## config.mk

```make
export PLATFORM = sky130hd
export DESIGN_NAME = parity_frame_rx
export DESIGN_NICKNAME = d
export VERILOG_FILES = /design/src/rtl/parity_frame_rx.sv
export SDC_FILE = /design/constraint.sdc
export NUM_CORES = 1
export LEC_CHECK = 0
export CORE_UTILIZATION = 51
export CTS_CLUSTER_DIAMETER = 200
export DETAILED_ROUTE_END_ITERATION = 7
export GPL_ROUTABILITY_DRIVEN = 0
export PLACE_DENSITY = 0.75
export SLEW_MARGIN = 15
export SYNTH_ARGS = -nofsm -noshare
export SYNTH_HDL_FRONTEND = slang
export SYNTH_SLANG_ARGS = --single-unit
```

## constraint.sdc

```tcl
create_clock -name clk -period 3.89 [get_ports clk]
set_clock_uncertainty 0.1 [all_clocks]
set_input_delay 0.778 -clock clk [delete_from_list [all_inputs] [get_ports clk]]
set_output_delay 0.778 -clock clk [all_outputs]
set_load 0.01 [all_outputs]
```

## src/rtl/parity_frame_rx.sv

```systemverilog
// parity_frame_rx: serial frame receiver with XOR parity check.
// Frame: start(0), DATA_W data bits LSB first, parity bit, stop(1); line idles high.
// Bits are sampled only on the external bit_en strobe.
// Optional macro PARITY_RX_ERR_CNT_EN adds an 8-bit saturating error counter (err_cnt).
module parity_frame_rx #(
  parameter int unsigned DATA_W     = 8,
  parameter bit          PARITY_ODD = 1'b0
) (
  input  logic              clk,
  input  logic              rst,
  input  logic              rx,
  input  logic              bit_en,
  output logic [DATA_W-1:0] data_out,
  output logic              valid,
  output logic              parity_err,
  output logic              frame_err,
  output logic              busy
`ifdef PARITY_RX_ERR_CNT_EN
  ,
  output logic [7:0]        err_cnt
`endif
);

  localparam int unsigned CNT_W = $clog2(DATA_W + 1);

  typedef enum logic [1:0] {
    S_IDLE,
    S_DATA,
    S_PARITY,
    S_STOP
  } state_e;

  state_e            state_q, state_d;
  logic [CNT_W-1:0]  cnt_q, cnt_d;
  logic [DATA_W-1:0] shift_q, shift_d, shift_in;
  logic [DATA_W-1:0] data_q, data_d;
  logic              par_q, par_d;
  logic              valid_q, valid_d;
  logic              perr_q, perr_d;
  logic              ferr_q, ferr_d;
  // After a low stop bit, start detection is held off until rx is seen high.
  logic              wait_hi_q, wait_hi_d;

`ifdef PARITY_RX_ERR_CNT_EN
  logic [7:0]        err_cnt_q, err_cnt_d;
`endif

  // Shift-in value: new bit enters at the MSB so the first bit ends at bit 0.
  generate
    if (DATA_W > 1) begin : g_shift_wide
      assign shift_in = {rx, shift_q[DATA_W-1:1]};
    end else begin : g_shift_one
      assign shift_in = rx;
    end
  endgenerate

  // Next-state and next-output logic; everything advances only on bit_en.
  always_comb begin
    state_d   = state_q;
    cnt_d     = cnt_q;
    shift_d   = shift_q;
    data_d    = data_q;
    par_d     = par_q;
    valid_d   = 1'b0;
    perr_d    = perr_q;
    ferr_d    = ferr_q;
    wait_hi_d = wait_hi_q;
`ifdef PARITY_RX_ERR_CNT_EN
    err_cnt_d = err_cnt_q;
`endif
    if (bit_en) begin
      unique case (state_q)
        S_IDLE: begin
          if (wait_hi_q) begin
            if (rx) wait_hi_d = 1'b0;
          end else if (!rx) begin
            state_d = S_DATA;
            cnt_d   = '0;
            par_d   = 1'b0;
          end
        end
        S_DATA: begin
          shift_d = shift_in;
          par_d   = par_q ^ rx;
          cnt_d   = cnt_q + CNT_W'(1);
          if (cnt_q == CNT_W'(DATA_W - 1)) state_d = S_PARITY;
        end
        S_PARITY: begin
          par_d   = par_q ^ rx;
          state_d = S_STOP;
        end
        S_STOP: begin
          data_d    = shift_q;
          perr_d    = par_q ^ PARITY_ODD;
          ferr_d    = ~rx;
          valid_d   = 1'b1;
          wait_hi_d = ~rx;
          state_d   = S_IDLE;
`ifdef PARITY_RX_ERR_CNT_EN
          if (((par_q ^ PARITY_ODD) | ~rx) && (err_cnt_q != '1))
            err_cnt_d = err_cnt_q + 8'd1;
`endif
        end
        default: state_d = S_IDLE;
      endcase
    end
  end

  // State and output registers with synchronous reset.
  always_ff @(posedge clk) begin
    if (rst) begin
      state_q   <= S_IDLE;
      cnt_q     <= '0;
      shift_q   <= '0;
      data_q    <= '0;
      par_q     <= 1'b0;
      valid_q   <= 1'b0;
      perr_q    <= 1'b0;
      ferr_q    <= 1'b0;
      wait_hi_q <= 1'b0;
`ifdef PARITY_RX_ERR_CNT_EN
      err_cnt_q <= '0;
`endif
    end else begin
      state_q   <= state_d;
      cnt_q     <= cnt_d;
      shift_q   <= shift_d;
      data_q    <= data_d;
      par_q     <= par_d;
      valid_q   <= valid_d;
      perr_q    <= perr_d;
      ferr_q    <= ferr_d;
      wait_hi_q <= wait_hi_d;
`ifdef PARITY_RX_ERR_CNT_EN
      err_cnt_q <= err_cnt_d;
`endif
    end
  end

  assign data_out   = data_q;
  assign valid      = valid_q;
  assign parity_err = perr_q;
  assign frame_err  = ferr_q;
  assign busy       = (state_q != S_IDLE);
`ifdef PARITY_RX_ERR_CNT_EN
  assign err_cnt    = err_cnt_q;
`endif

endmodule

```

==> flow_metrics.py <==
metrics = {
    "outcome": {
        "outcome": "finished, final reports clean",
    },
    "job": {
        "maxCapViolCount": 0,
    },
    "critical_path": {
        "critical-path-max-stage-delay_ps": 520,
        "endpoint_kind": "output port",
        "crit_path_frequent_cell": "inv_1",
        "worstPathCellList": "inv_1 -> ha_1 -> inv_1 -> clkdlybuf4s50_1",
        "crit_type": "flip-flop to output port",
        "crit_path_top_delay_cell": "clkdlybuf4s50_1",
        "cp.arrival_ps": 1670,
        "crit_family": "buffers and inverters",
        "crit_fanout": 4,
        "worstSetupStartpointType": "flip-flop",
        "worstPathRequired_ps": 3010,
        "critPathBufInv": 3,
    },
    "route": {
        "wl_met2_mm": 1.10,
        "wirelength_mm": 2.24,
        "avgViaCountPerCell": 5.42,
        "dr_wl_met3_um": 77,
        "ant_nets": 0,
        "wl_per_cell_um": 12.6,
        "num_vias": 965,
        "route.detailed.drc": 0,
        "drt_pass1_iterations": 4,
        "highest_layer": "met4",
        "wl_met1_mm": 1.02,
        "drt_iter0_markers": 15,
    },
    "floorplan": {
        "dieArea_sq_um": 2440,
        "rows": 16,
        "die_x_um": 49.4,
        "core_area_sq_um": 2040,
        "die_y_um": 49.4,
        "ios": 16,
        "initial_core_util": 0.562,
    },
    "logic_synthesis": {
        "syn_area_sq_um": 1150,
        "ys_types": 25,
        "yosysWarnings": 0,
        "ys_ff_latch": 27,
        "synth_fp_nets": 149,
        "ys_seq_area_frac": 0.471,
        "avgSynthCellArea_sq_um": 8.25,
        "synthCells": 139,
    },
    "cells_and_area": {
        "antenna_cells": 0,
        "syn2layout_area_growth_pct": 15.9,
        "nNetsFinal": 162,
        "final_cell_mix": "nand2_1 (39), dfxtp_1 (27), a21oi_1 (21)",
        "drive_gt1_frac": 0.0199,
        "final_common_cell": "nand2_1",
    },
    "clocking": {
        "cts.sinks": 27,
        "cts_setup_buffers": 0,
        "cts_resized": 0,
        "cts_hold_buf": 0,
        "cts_buffers": 3,
        "htree_levels": 1,
        "cts.root.buffer_cell": "clkbuf_4",
        "cts_tree": "built",
        "cts.clk_slew.worst_paths_ps": 140,
        "clockBufferDepth": 2,
        "worstSkewPairLatency_ps": 320,
    },
    "hold_path": {
        "min_path_type": "flip-flop to flip-flop",
    },
    "sta": {
        "rsz0062_at_grt": "no",
        "min_period_over_period": 0.655,
        "setup_viol": 0,
        "timing.setup.tns_ps": 0,
        "max_freq_mhz": 393,
        "drv_slew": 0,
        "worstMarginPinSlew_ps": 948,
        "finalCriticalPeriod_ps": 2550,
        "maxSlewHeadroom": 0.366,
        "hold_viol_final": 0,
    },
    "global_route": {
        "antenna_found_initial": 0,
        "grt_first_pass_wirelength_mm": 4.00,
        "grt.overflow.total": 0,
        "grt_pass1_vias": 950,
        "grt_usage": 0.216,
        "grt_max_degree": 30,
    },
    "power_and_ir_drop": {
        "leakage_nw": 0.439,
        "power_mw": 0.468,
        "vdd_drop_max_mv": 0.252,
        "power.density_nw_per_um2": 352,
    },
    "place": {
        "hpwl_mm": 1.62,
        "portBuffers": 15,
    },
}
cell families (layout without fill, tap and decap cells):
group,count (synthesis),after routing,share of synthesized area
AND/OR/NAND/NOR,63,63,0.264
buffers and inverters,11,23,0.0371
flip-flops,27,27,0.471
AO/OA/AOI/OAI,30,30,0.145
multiplexers,2,2,0.0174
adder cells (fa/ha/maj),6,6,0.0654
Yosys cell counts, drive strengths merged:
cell / number / share of area
dfxtp: 27 / 0.47
nor2: 1 / 0.0033
mux2i: 2 / 0.017
nand3: 6 / 0.026
clkbuf: 5 / 0.016
a21o: 1 / 0.0065
or4b: 1 / 0.0087
or3: 1 / 0.0055
nand2b: 5 / 0.027
nand4bb: 1 / 0.0098
a211oi: 2 / 0.013
o21ai: 1 / 0.0044
a31oi: 3 / 0.016
inv: 4 / 0.013
nand3b: 4 / 0.026
nand2: 39 / 0.13
a21oi: 21 / 0.092
buf: 2 / 0.0076
or4: 2 / 0.013
o21bai: 1 / 0.0065
nor2b: 1 / 0.0055
ha: 6 / 0.065
and2: 2 / 0.011
o21a: 1 / 0.0065
registers in the layout, indices dropped and copies added (netlist names):
register / count
state_q: 2
valid: 1
par_q: 1
cnt_q: 4
wait_hi_q: 1
shift_q: 8
data_out: 8
parity_err: 1
frame_err: 1
routing by layer:
layer  global-route usage  up-vias
met2                0.368       18
li1                     -      490
met3               0.0467        6
met1                0.252      451
met5                    0        -
met4                0.114        0
power breakdown:
group / internal (mW) / switching [mW]
clock: 0.0402 / 0.0796
combinational: 0.0241 / 0.0372
sequential: 0.281 / 0.00492
through the flow:
step	utilization	cell area (sq um)	cells	worst slack, ps	hold WS [ps]
after floorplan	-	1150	139	2090	332
after global placement	0.638	1300	174	1390	342
after detailed placement	0.638	1300	174	1290	346
after CTS	0.651	1330	178	1330	365
after global routing	0.651	1330	178	1230	389
final	0.651	1330	178	1340	361
worst min-delay path, delay by kind of cell (launching register included):
kind | cells | cell delay [ps]
flip-flops | 1 | 330
AO/OA/AOI/OAI | 1 | 50
AND/OR/NAND/NOR | 1 | 50
worst paths after layout:
path | from | endpoint | slack (ps) | depth (start not counted)
worst max-delay path | state_q[0] | busy | 1340 | 4
worst max register to register | state_q[1] | cnt_q[3] | 1930 | 5
worst min register to register | data_out[0] | data_out[0] | 360 | 2
worst min-delay path | data_out[0] | data_out[0] | 360 | 2
area by class of cell:
class	count	area [sq um]
timing repair buffer	15	150
clock buffer	4	26.3
fill	202	712
tap	27	33.8
sequential	27	541
multi-input combinational	101	564
inverter	4	15.0
(Power assumes the default switching activity.)
